[src/rtl/uart_receiver_if.sv]
// ---------------------------------------------------------------------------
// uart_receiver_if
// Bundles the serial input and the received-byte outputs of uart_receiver.
//   RX        : serial line into the receiver, idle high
//   data      : last correctly received byte
//   valid     : one-cycle pulse when data has just been updated
//   busy      : high while a frame is being received
//   frame_err : one-cycle pulse when a frame ends with a bad stop bit
// The master modport is the side that drives the line and consumes bytes
// (a testbench or the surrounding system); the slave modport is the receiver.
// ---------------------------------------------------------------------------
interface uart_receiver_if;
   logic       RX;
   logic [7:0] data;
   logic       valid;
   logic       busy;
   logic       frame_err;

   modport master (
      output RX,
      input  data,
      input  valid,
      input  busy,
      input  frame_err
   );

   modport slave (
      input  RX,
      output data,
      output valid,
      output busy,
      output frame_err
   );
endinterface

[src/rtl/uart_receiver.sv]
// ---------------------------------------------------------------------------
// uart_receiver
// 8N1 UART receiver: one start bit (0), eight data bits LSB first, one stop
// bit (1), no parity. The start bit is confirmed at its midpoint, and every
// later bit is sampled one full bit period after the previous sample, so the
// samples land near bit centres.
// Parameters:
//   CLKS_PER_BIT : clk cycles per serial bit (integer >= 4)
// Ports:
//   clk   : single clock, rising edge
//   reset : asynchronous, active-high reset
//   bus   : uart_receiver_if.slave (RX in; data, valid, busy, frame_err out)
// ---------------------------------------------------------------------------
module uart_receiver #(
   parameter int CLKS_PER_BIT = 16
) (
   input  logic            clk,
   input  logic            reset,
   uart_receiver_if.slave  bus
);

   localparam int CW = (CLKS_PER_BIT > 2) ? $clog2(CLKS_PER_BIT) : 1;
   localparam logic [CW-1:0] BIT_LAST  = CW'(CLKS_PER_BIT - 1);
   localparam logic [CW-1:0] HALF_LAST = CW'(CLKS_PER_BIT / 2 - 1);

   typedef enum logic [2:0] {
      IDLE,
      START,
      DATA,
      STOP,
      WAIT_HIGH
   } state_t;

   state_t         state;
   logic [CW-1:0]  cnt;
   logic [2:0]     bit_idx;
   logic [7:0]     shift_reg;
   logic [7:0]     data_r;
   logic           valid_r;
   logic           frame_err_r;
   logic           busy_r;
   logic           rx_meta;
   logic           rx_s;

   assign bus.data      = data_r;
   assign bus.valid     = valid_r;
   assign bus.frame_err = frame_err_r;
   assign bus.busy      = busy_r;

   // RX is asynchronous to clk, so it goes through two flops before the FSM
   // ever looks at it. Both flops come out of reset at 1 (the idle line level)
   // so that releasing reset can never look like a falling start edge.
   always_ff @(posedge clk or posedge reset) begin
      if (reset) begin
         rx_meta <= 1'b1;
         rx_s    <= 1'b1;
      end else begin
         rx_meta <= bus.RX;
         rx_s    <= rx_meta;
      end
   end

   // Receive FSM. valid and frame_err default low every cycle so each is a
   // single-cycle pulse; they are set only in mutually exclusive branches of
   // the stop-bit decision. busy is registered and changes on the same edges
   // as the state, so it is high exactly while the FSM is in START, DATA or
   // STOP. A failed stop bit parks the FSM in WAIT_HIGH until the line goes
   // high again, otherwise a held-low line (break) would look like an endless
   // stream of start bits.
   always_ff @(posedge clk or posedge reset) begin
      if (reset) begin
         state       <= IDLE;
         cnt         <= '0;
         bit_idx     <= 3'd0;
         shift_reg   <= 8'h00;
         data_r      <= 8'h00;
         valid_r     <= 1'b0;
         frame_err_r <= 1'b0;
         busy_r      <= 1'b0;
      end else begin
         valid_r     <= 1'b0;
         frame_err_r <= 1'b0;
         case (state)
            IDLE: begin
               if (!rx_s) begin
                  state  <= START;
                  cnt    <= '0;
                  busy_r <= 1'b1;
               end
            end
            START: begin
               if (cnt == HALF_LAST) begin
                  cnt <= '0;
                  if (!rx_s) begin
                     state   <= DATA;
                     bit_idx <= 3'd0;
                  end else begin
                     state  <= IDLE;
                     busy_r <= 1'b0;
                  end
               end else begin
                  cnt <= cnt + 1'b1;
               end
            end
            DATA: begin
               if (cnt == BIT_LAST) begin
                  cnt                <= '0;
                  shift_reg[bit_idx] <= rx_s;
                  bit_idx            <= bit_idx + 3'd1;
                  if (bit_idx == 3'd7) begin
                     state <= STOP;
                  end
               end else begin
                  cnt <= cnt + 1'b1;
               end
            end
            STOP: begin
               if (cnt == BIT_LAST) begin
                  cnt    <= '0;
                  busy_r <= 1'b0;
                  if (rx_s) begin
                     data_r  <= shift_reg;
                     valid_r <= 1'b1;
                     state   <= IDLE;
                  end else begin
                     frame_err_r <= 1'b1;
                     state       <= WAIT_HIGH;
                  end
               end else begin
                  cnt <= cnt + 1'b1;
               end
            end
            WAIT_HIGH: begin
               if (rx_s) begin
                  state <= IDLE;
               end
            end
            default: begin
               state  <= IDLE;
               busy_r <= 1'b0;
            end
         endcase
      end
   end

endmodule

[src/flat_wrapper.sv]
// flat-port wrapper written by rule: the top's interface ports become plain ports
module uart_receiver_flat 
#(
   parameter int CLKS_PER_BIT = 16
)
  (clk, reset, bus_RX, bus_data, bus_valid, bus_busy, bus_frame_err);
  uart_receiver_if bus_i ();
  input  logic clk;
  input  logic reset;
  input wire logic [$bits(bus_i.RX)-1:0] bus_RX;
  output wire logic [$bits(bus_i.data)-1:0] bus_data;
  output wire logic [$bits(bus_i.valid)-1:0] bus_valid;
  output wire logic [$bits(bus_i.busy)-1:0] bus_busy;
  output wire logic [$bits(bus_i.frame_err)-1:0] bus_frame_err;
  assign bus_i.RX = bus_RX;
  assign bus_data = bus_i.data;
  assign bus_valid = bus_i.valid;
  assign bus_busy = bus_i.busy;
  assign bus_frame_err = bus_i.frame_err;
  uart_receiver #(.CLKS_PER_BIT(CLKS_PER_BIT)) u_core (.clk(clk), .reset(reset), .bus(bus_i));
endmodule
[config.mk]
export PLATFORM = sky130hd
export DESIGN_NAME = uart_receiver_flat
export DESIGN_NICKNAME = d
export VERILOG_FILES = /design/src/rtl/uart_receiver_if.sv /design/src/rtl/uart_receiver.sv /design/src/flat_wrapper.sv
export SDC_FILE = /design/constraint.sdc
export NUM_CORES = 1
export LEC_CHECK = 0
export ABC_AREA = 1
export CAP_MARGIN = 20
export CORE_ASPECT_RATIO = 1.5
export CORE_MARGIN = 2
export CORE_UTILIZATION = 50
export CTS_CLUSTER_SIZE = 14
export DETAILED_ROUTE_END_ITERATION = 10
export PLACE_DENSITY = 0.74
export SYNTH_ARGS = -nofsm -noshare
export SYNTH_HDL_FRONTEND = slang
export SYNTH_SLANG_ARGS = --single-unit
[constraint.sdc]
create_clock -name clk -period 2.9 [get_ports clk]
set_input_delay 0.87 -clock clk [delete_from_list [all_inputs] [get_ports clk]]
set_output_delay 0.87 -clock clk [all_outputs]
set_load 0.01 [all_outputs]
Yosys cells after proc, flatten, opt, wreduce, memory -nomap -nowiden

Cells that the tools add are included.

Output and inout port bits: 11
Register bits after elaboration: 31
Input bits: 3

Add/subtract/negate cells: 2
Reductions and logical operators: 12
Multiplexer cells: 31
Eq/ne operators: 15
Order comparisons: 2
Bitwise gates (word level): 1

Operators with widths:

| cell                                                                         | number |
|---|---|
| 3-bit two-way mux                                                            | 10 |
| 3-bit one-hot mux with 5 select lines                                        | 1 |
| 4-bit two-way mux                                                            | 3 |
| 2-bit by 1-bit != test with 1-bit output, second input constant              | 6 |
| 4-bit one-hot mux with 3 select lines                                        | 1 |
| 1-bit two-way mux                                                            | 11 |
| 8-bit bitwise mux                                                            | 1 |
| 3-bit by 2-bit equality test with 1-bit output, second input constant        | 2 |
| 3-bit equality test, second input constant                                   | 2 |
| 3-bit one-hot mux with 2 select lines                                        | 1 |
| 6-bit AND reduction                                                          | 1 |
| 5-bit AND reduction                                                          | 1 |
| 4-bit by 1-bit adder with 4-bit output, second input constant                | 1 |
| 4-bit by 3-bit equality test with 1-bit output, second input constant        | 1 |
| 4-bit equality test, second input constant                                   | 1 |
| 3-bit by 4-bit less-than comparator with 1-bit output, second input constant | 1 |
| 2-bit != test, second input constant                                         | 2 |
| 1-bit one-hot mux with 4 select lines                                        | 1 |
| 2-bit AND reduction                                                          | 2 |
| 4-bit AND reduction                                                          | 1 |
| 2-bit OR reduction                                                           | 2 |
| 3-bit by 1-bit adder with 3-bit output, second input constant                | 1 |
| 1-bit demux with 3-bit select                                                | 1 |
| 3-bit by 1-bit equality test with 1-bit output, second input constant        | 1 |
| 8 further kinds                                                              | 8 |

Logic depth before layout (Yosys ltp)

Gate-level depths: netlist of the first run.

Word-level depth: 5
Mapped depth: 9
Mapped depth without buffers: 8

Worst setup path before layout of the first run

OpenSTA, ideal clock, no wires.

Path type: reg-to-reg
From: reg u_core.bit_idx[0]
To: reg u_core.state[1]
Stages on the path, launching flop included: 7
Arrival: 1219 ps
Buffers on the path: 0
Path slack: 1616 ps
Clock period less this slack: 1284 ps
Cell sequence: dfrtp_1 ha_1 ha_1 or2_2 nand2_1 inv_1 nand2_1

Word-level cells in the longest chain between the ends: 3

Ends and longest elaborated chain:

| what                                               | RTL line             | source |
|---|---|---|
| from (decl)                                        | uart_receiver.sv:36  | `logic [2:0] bit_idx;` |
| from (signal assigned)                             | uart_receiver.sv:109 | `bit_idx <= bit_idx + 3'd1;` |
| 3-bit equality test                                | uart_receiver.sv:110 | `if (bit_idx == 3'd7) begin` |
| 2-bit by 1-bit != test with 1-bit output (no line) | n/a                  |  |
| 6-bit AND reduction (no line)                      | n/a                  |  |
| to (signal assigned)                               | uart_receiver.sv:111 | `state <= STOP;` |
| to (signal assigned)                               | uart_receiver.sv:124 | `state <= IDLE;` |
| to (signal assigned)                               | uart_receiver.sv:127 | `state <= WAIT_HIGH;` |
| to (decl)                                          | uart_receiver.sv:34  | `state_t state;` |

No other way between the ends.
A chain may end at the register's enable or synchronous reset.

Worst setup path after layout of the first run

From: reg u_core.data_r[6], in the netlist u_core.bus.data[6]
To: out bus_data[6]

RTL lines:

| what                   | RTL line             | source |
|---|---|---|
| from (decl)            | uart_receiver.sv:38  | `logic [7:0] data_r;` |
| from (signal assigned) | uart_receiver.sv:122 | `data_r <= shift_reg;` |
| to (decl)              | flat_wrapper.sv:11   | `output wire logic [$bits(bus_i.data)-1:0] bus_data;` |

No word-level cell between the ends.

==> results of run 1 <==
-- through the flow --
stage	hold slack, ns	setup WS [ns]
2_1_floorplan	0.345	1.37
3_3_place_gp	0.348	1.18
3_5_place_dp	0.348	1.15
4_1_cts	0.358	0.841
5_1_grt	0.359	0.812
6_report	0.356	0.859
-- where the power goes --
group,total (uW),leakage (uW),switching (uW),internal (uW)
logic,382,0.000400,226,156
clock network,430,0.0000612,153,277
registers,617,0.000408,96.5,521
total,1430,0.000869,476,954
-- routing by layer --
layer	wire length (um)	up-vias	GRT usage, %
met5	0	-	0
met1	1130	520	21.3
li1	-	594	-
met2	1210	23	27.8
met3	72	10	3.38
met4	113	0	13.7
-- placed cells by master, fill, tap and decap left out, drive strengths merged --
cell and count:
o22ai 2, clkinv 2, nand4 7, bufinv 1, ha 3, nor2 15
o21ai 17, o21bai 1, nand2 58, nand3 11, xor2 1, dfstp 2
dfrtp 29, buf 1, clkbuf 6, inv 19, a21oi 2, clkdlybuf4s50 13
or2 1, o21a 1
-- layout make-up --
class | instances | share of cell area [%]
inverter | 20 | 4.50
multi-input combinational | 119 | 34.7
timing repair buffer | 14 | 7.73
clock inverter | 2 | 1.97
tap | 39 | 2.74
sequential | 31 | 43.7
clock buffer | 6 | 4.64
-- logic make-up after synthesis --
| family | count (synthesis) |
|---|---|
| AND/OR/NAND/NOR | 92 |
| adder cells (fa/ha/maj) | 3 |
| XOR/XNOR | 1 |
| AO/OA/AOI/OAI | 23 |
| flip-flops | 31 |
| buffers and inverters | 22 |
-- how the worst max path moves through the flow --
stage | to | slack [ns] | depth (start not counted)
after floorplan | u_core.bit_idx[0]$_DFFE_PP0P_ | 1.37 | 1
after global placement | bus_data[5] | 1.18 | 1
after detailed placement | bus_data[6] | 1.15 | 1
after CTS | bus_data[2] | 0.84 | 1
after global routing | bus_data[2] | 0.81 | 1
final | bus_data[6] | 0.86 | 1
==> results.cfg, run 1 <==
[worst_setup_path]
cp-start-kind = flip-flop
crit_path_max_incr_delay_ns = 0.54
worstPathArrival_ns = 1.17
r2r_setup_slack_ns = 1.48
critPathSlowestCell = clkdlybuf4s50_1
regToRegEndpoint = u_core.state[1]$_DFFE_PP0P_
crit-reg2reg-launch = u_core.bit_idx[0]$_DFFE_PP0P_
worstPathMaxFanout = 2
cp.buffers_inverters = 1
crit_chain = clkdlybuf4s50_1
path_class = flip-flop to output port
cp_top_family = buffers and inverters
cp.required_ns = 2.03
setup.worst_path.start = u_core.bus.data[6]$_DFFE_PP0P_
r2r_cells = 6
crit_path_end_kind = output port

[detailed_routing]
viasPerCell = 4.97
ant_nets = 0
drc = 0
drt_iter0_markers = 23
vias = 1147
drtPass1Iterations = 4
wire_per_inst_um = 11.0
routed_wl_mm = 2.53

[clocking]
cts.repair.resized = 0
clockBufferDepth = 2
htree_levels = 2
worst_setup_hold_path_clk_slew_ns = 0.06
clk_root_buffer_cell = clkbuf_8
cts_sinks = 31
clk-insertion-delay-late_ns = 0.28
cts_setup_buffers = 0
hold_buffers = 0
numCtsBuffers = 5
cts_tree = yes

[global_routing]
grt_antenna_before_repair = 0
grt_max_degree = 32
grt_pass1_vias = 1079
track_usage_pct = 17.6
grt_pass1_wl_mm = 4.62
grt_overflow = 0

[layout]
final_util_pct = 61.8
num-fill-cells = 253
synthToLayoutAreaGrowth_pct = 19.4
drive_above_1_share_pct = 13.0
design_area_um2 = 1780
multi_input_area_um2 = 618
fin_cells = 231
final_net_count = 197
diodes = 0
seqCellArea_um2 = 778

[synthesis]
yosysTopAreaCell = dfrtp_1
synth.area.mux_share_pct = 0
avgSynthCellArea_um2 = 8.67
synthArstFlopShare_pct = 100
synth_flop_cell = dfrtp_1
synthTopCellsByArea = dfrtp_1 (49%), nand2_1 (14%), inv_1 (4.3%)
synth_seq_cells = 31
synthSimpleGateAreaFrac_pct = 30.1
synth_fp_nets = 178
synth-xor-area-share_pct = 0.587
synth_top_cell_area_share_pct = 48.7
synth_top_family_by_area = simple AND/OR/NAND/NOR gates
ys.warnings.count = 0
synth_common_cells = nand2_1 (55), dfrtp_1 (29), inv_1 (17)
yosys.area_share.adder_pct = 2.52
synth_compound_gate_area_share_pct = 8.22
yosysUniqueCellTypes = 25
yosys.cell_count.top_type = nand2_1
synth-seq-area-share_pct = 52.2
syn-instance-count = 172
syn_area_um2 = 1490
synth_edf_count = 0

[placed_design]
place_area_um2 = 1660
gp_congestion = 0.837
hpwlAfterDp_mm = 1.92
placed_cells = 223
port_buffers = 13

[sta]
fin_skew_ns = 0.00519
setup_violations = 0
hold_violations = 0
fin_crit_sh_pct = 70.4
layout_min_cycle_time_ns = 2.04
setup_tns_ns = 0
tightest_slew_ns = 0.423
drv_slew = 0
grt_setup_unrepaired = false
slew_headroom_pct = 71.8
max_freq_mhz = 490

[die]
coreArea_um2 = 2880
dieWidth_um = 48.6
dieArea_um2 = 3440
ioPinCount = 14
row_count = 24
initial_utilization_pct = 51.7
die_h_um = 70.9

[pwr]
p_total_uw = 1430
p_leak_uw = 0.000869
peakVddDrop_v = 0.000700
powerDensity_nw_per_um2 = 803

[hold_path]
hp-start = u_core.rx_meta$_DFF_PP1_
worstHoldPathCells = 0
hold_class = flip-flop to flip-flop
holdPathEnd = u_core.rx_s$_DFF_PP1_

[flow_run]
maxCapViolCount = 0

[run_status]
run_status = completed
Power figures use the tool's default switching activity.
==> run 2: changes to the inputs <==
--- a/config.mk
+++ b/config.mk
@@ -12,7 +12,7 @@
 export CORE_UTILIZATION = 50
 export CTS_CLUSTER_SIZE = 14
 export DETAILED_ROUTE_END_ITERATION = 10
-export PLACE_DENSITY = 0.74
+export PLACE_DENSITY = 0.77
 export SYNTH_ARGS = -nofsm -noshare
 export SYNTH_HDL_FRONTEND = slang
 export SYNTH_SLANG_ARGS = --single-unit
==> constraint.sdc (replaced) <==
create_clock -name clk -period 1.7 [get_ports clk]
set_input_delay 0.51 -clock clk [delete_from_list [all_inputs] [get_ports clk]]
set_output_delay 0.51 -clock clk [all_outputs]
set_load 0.01 [all_outputs]
==> run 2 against run 1 <==
  * Via count grew 1.5%
  * First-iteration DRC count rose by 13%
  * Critical path depth unchanged
  * Register-to-register slack got worse by 1.2 ns
  * Sequential cell count stayed put
  * Setup slack lost 0.81 ns
  * Final cell count grew 0.43%
  * Global-route usage rose by 0.16 points
  * Power rose by 56%
  * Die area unchanged
  * Largest power group unchanged
==> results.cfg, run 2 (synthesis gave the netlist of run 1 again) <==
[layout]
most-common-layout-cells = nand2_1 (55), dfrtp_1 (29), inv_1 (17)
drive_above_1_share_pct = 12.4
diodes = 0
synthToLayoutAreaGrowth_pct = 18.6
fin_cells = 232
layout_commonest_cell = nand2_1
final_net_count = 198

[detailed_routing]
drt_iter0_markers = 26
drc = 0
ant_nets = 0
vias = 1164
drtPass1Iterations = 4
wire_per_inst_um = 11.4
routed_wl_mm = 2.64
viasPerCell = 5.02

[worst_setup_path]
crit_path_max_incr_delay_ns = 0.53
path_class = flip-flop to output port
cp-start-kind = flip-flop
critPathSlowestCell = clkdlybuf4s50_1
cp.buffers_inverters = 1
cp.required_ns = 1.19
cp_top_family = buffers and inverters
crit_path_end_kind = output port
crit_chain = clkdlybuf4s50_1
worstPathArrival_ns = 1.14
worstPathMaxFanout = 2

[global_routing]
track_usage_pct = 17.8
grt_antenna_before_repair = 0
grt_overflow = 0
grt_pass1_vias = 1108
grt_max_degree = 21
grt_pass1_wl_mm = 4.63

[die]
initial_utilization_pct = 51.7
ioPinCount = 14
die_h_um = 70.9
dieWidth_um = 48.6
dieArea_um2 = 3440
coreArea_um2 = 2880
row_count = 24

[placed_design]
port_buffers = 13
hpwlAfterDp_mm = 2.05
gp_congestion = 0.899
placed_cells = 224

[pwr]
powerDensity_nw_per_um2 = 1260
p_switching_uw = 793
sequentialPowerShare_pct = 47.1
intPower_uw = 1440
clkPwrFrac_pct = 23.5
peakVddDrop_v = 0.00112
p_leak_uw = 0.000985
p_sw_share_pct = 35.5
comb_power_share_pct = 29.4

[clocking]
cts_tree = yes
htree_levels = 2
worst_setup_hold_path_clk_slew_ns = 0.06
numCtsBuffers = 5
clk-insertion-delay-late_ns = 0.27
cts_setup_buffers = 0
hold_buffers = 0
clk_root_buffer_cell = clkbuf_8
clockBufferDepth = 2
cts_sinks = 31
cts.repair.resized = 0

[sta]
setup_violations = 0
max_freq_mhz = 605
drv_slew = 0
setup_tns_ns = 0
hold_violations = 0
layout_min_cycle_time_ns = 1.65
slew_headroom_pct = 71.3
tightest_slew_ns = 0.431
fin_crit_sh_pct = 97.2
fin_skew_ns = 0.00526
grt_setup_unrepaired = false

[flow_run]
maxCapViolCount = 0

[run_status]
run_status = completed

[hold_path]
hold_class = flip-flop to flip-flop
[run 2: layer usage]
layer / share of wire [%] / track usage (%) / wire (um)
met4: 1.9 / 9.21 / 50
met1: 42 / 19.4 / 1100
met5: 0 / 0 / 0
met2: 54 / 31.3 / 1420
met3: 2.6 / 5.06 / 70
[run 2: power groups by stage]
| stage | combinational [uW] | sequential, uW | clock [uW] |
|---|---|---|---|
| 6_report | 656 | 1050 | 525 |
| 5_1_grt | 764 | 1070 | 576 |
| 4_1_cts | 666 | 1050 | 544 |
| 3_5_place_dp | 663 | 1060 | 0 |
| 3_3_place_gp | 641 | 1050 | 0 |
| 2_1_floorplan | 516 | 1040 | 0 |
[run 2: metrics by stage]
step	instance area [um2]	total power, uW	setup WS (ns)	hold slack (ns)	util (%)
after floorplan	1490	1550	0.416	0.345	-
after global placement	1670	1690	0.286	0.347	57.9
after detailed placement	1670	1720	0.279	0.349	57.9
after CTS	1750	2260	0.00245	0.357	60.8
after global routing	1770	2410	0.00414	0.358	61.4
final	1770	2230	0.0468	0.355	61.4
[run 2: final timing paths]
check                                               start  cells after the start                         endpoint  slack (ns)
max                        u_core.bus.data[0]$_DFFE_PP0P_                      1                      bus_data[0]        0.05
min                              u_core.rx_meta$_DFF_PP1_                      0            u_core.rx_s$_DFF_PP1_        0.36
max reg2reg                   u_core.state[2]$_DFFE_PP0P_                      5        u_core.cnt[3]$_DFFE_PP0P_        0.24
min reg2reg                      u_core.rx_meta$_DFF_PP1_                      0            u_core.rx_s$_DFF_PP1_        0.36
max in group asynchronous                           reset                      3  u_core.shift_reg[5]$_DFFE_PP0P_        0.91
min in group asynchronous                           reset                      3      u_core.state[0]$_DFFE_PP0P_        0.54
[run 2: layout make-up]
class                      instances  area [um2]
clock buffer                       7        76.3
clock inverter                     1        5.00
fill                             267        1110
inverter                          20        80.1
multi-input combinational        119         618
sequential                        31         778
tap                               39        48.8
timing repair buffer              15         163
==> run 3: changes to the inputs <==
--- a/config.mk
+++ b/config.mk
@@ -8,11 +8,10 @@
 export ABC_AREA = 1
 export CAP_MARGIN = 20
 export CORE_ASPECT_RATIO = 1.5
-export CORE_MARGIN = 2
 export CORE_UTILIZATION = 50
 export CTS_CLUSTER_SIZE = 14
 export DETAILED_ROUTE_END_ITERATION = 10
-export PLACE_DENSITY = 0.77
+export PLACE_DENSITY = 0.74
 export SYNTH_ARGS = -nofsm -noshare
 export SYNTH_HDL_FRONTEND = slang
 export SYNTH_SLANG_ARGS = --single-unit
==> constraint.sdc (replaced) <==
create_clock -name clk -period 1.9 [get_ports clk]
set_input_delay 0.57 -clock clk [delete_from_list [all_inputs] [get_ports clk]]
set_output_delay 0.57 -clock clk [all_outputs]
set_load 0.01 [all_outputs]
==> run 3 against run 2 <==
  * Sequential cell count stayed put
  * Critical endpoint is now bus_data[3]
  * Final cell count shrank 1.7%
  * Via count grew 2.6%
  * Critical path depth unchanged
  * Routed wire length grew 8.3%
  * Sequential share of layout area increased by 0.54 points
==> results.cfg, run 3 (synthesis gave the netlist of run 1 again) <==
[global_routing]
grt_max_degree = 32
track_usage_pct = 21.4
grt_antenna_before_repair = 0
grt_pass1_vias = 1180
grt_overflow = 0
grt_pass1_wl_mm = 4.77

[sta]
grt_setup_unrepaired = false
drv_slew = 0
tightest_slew_ns = 0.425
worst_slack_ns = 0.167
setup_tns_ns = 0
slew_headroom_pct = 71.6
hold_violations = 0
setup_violations = 0
layout_min_cycle_time_ns = 1.73
fin_hold_ws_ns = 0.357
fin_skew_ns = 0.00653
fin_crit_sh_pct = 91.2
max_freq_mhz = 577

[detailed_routing]
wire_per_inst_um = 12.5
drt_iter0_markers = 46
drc = 0
viasPerCell = 5.24
vias = 1194
routed_wl_mm = 2.86
drtPass1Iterations = 4
ant_nets = 0

[pwr]
powerDensity_nw_per_um2 = 1170
p_leak_uw = 0.000855
peakVddDrop_v = 0.000854

[layout]
synthToLayoutAreaGrowth_pct = 17.2
layout_commonest_cell = nand2_1
diodes = 0
fin_cells = 228
design_area_um2 = 1750
drive_above_1_share_pct = 12.6
final_net_count = 197
most-common-layout-cells = nand2_1 (55), dfrtp_1 (29), inv_1 (17)

[placed_design]
hpwlAfterDp_mm = 2.14
port_buffers = 13
place_ws_ns = 0.465
place_area_um2 = 1660
gp_congestion = 0.923
placed_cells = 221

[clocking]
cts_sinks = 31
clk-insertion-delay-late_ns = 0.28
cts.repair.resized = 0
cts_tree = yes
htree_levels = 2
worst_setup_hold_path_clk_slew_ns = 0.06
hold_buffers = 0
clk_root_buffer_cell = clkbuf_8
cts_setup_buffers = 0
clockBufferDepth = 2
numCtsBuffers = 5

[die]
coreArea_um2 = 2760
initial_utilization_pct = 54.0
row_count = 23
dieWidth_um = 46.6
ioPinCount = 14
dieArea_um2 = 3210
die_h_um = 68.9

[worst_setup_path]
cp.required_ns = 1.33
worstPathArrival_ns = 1.16
cp_top_family = buffers and inverters
path_class = flip-flop to output port
critPathSlowestCell = clkdlybuf4s50_1
cp-start-kind = flip-flop
crit_chain = clkdlybuf4s50_1
cp.buffers_inverters = 1
worstPathMaxFanout = 2
crit_path_max_incr_delay_ns = 0.53
crit_path_end_kind = output port

[hold_path]
hold_class = flip-flop to flip-flop

[flow_run]
maxCapViolCount = 0

[run_status]
run_status = completed
[run 3: cell count changes in the layout (fill, tap and decap cells not counted), sizes merged]
cell / previous run / this run
clkdlybuf4s50: 6 / 13
dlymetal6s2s: 7 / 0
buf: 2 / 1
clkbuf: 7 / 6
[run 3: final timing paths]
check | slack [ns] | from | to | cells past startpoint
min reg2reg | 0.36 | u_core.rx_meta$_DFF_PP1_ | u_core.rx_s$_DFF_PP1_ | 0
min in group asynchronous | 0.67 | reset | u_core.state[2]$_DFFE_PP0P_ | 3
min | 0.36 | u_core.rx_meta$_DFF_PP1_ | u_core.rx_s$_DFF_PP1_ | 0
max in group asynchronous | 0.91 | reset | u_core.rx_meta$_DFF_PP1_ | 3
max reg2reg | 0.46 | u_core.state[2]$_DFFE_PP0P_ | u_core.cnt[3]$_DFFE_PP0P_ | 5
max | 0.17 | u_core.bus.data[3]$_DFFE_PP0P_ | bus_data[3] | 1
[run 3: power by group]
group	leakage [uW]	switching, uW	internal [uW]
logic	0.000400	357	238
registers	0.000408	150	795
clock network	0.0000470	225	283
[run 3: routing by layer]
layer | vias to the layer above | wire [um] | global-route usage, %
li1 | 590 | - | -
met4 | 0 | 80 | 13.6
met3 | 9 | 97 | 6.51
met2 | 36 | 1600 | 38.9
met5 | - | 0 | 0
met1 | 559 | 1090 | 19.3
[run 3: final cells by class]
| type | instances | area [um2] |
|---|---|---|
| sequential | 31 | 778 |
| clock inverter | 1 | 5.00 |
| clock buffer | 6 | 82.6 |
| tap | 37 | 46.3 |
| multi-input combinational | 119 | 618 |
| fill | 246 | 1010 |
| timing repair buffer | 14 | 138 |
| inverter | 20 | 80.1 |
[run 3: stage by stage]
step / util [%] / power [uW]
after global routing: 63.3 / 2190
final: 63.3 / 2050
after global placement: 60.1 / 1510
after detailed placement: 60.1 / 1550
after CTS: 63.3 / 2070
after floorplan: - / 1390
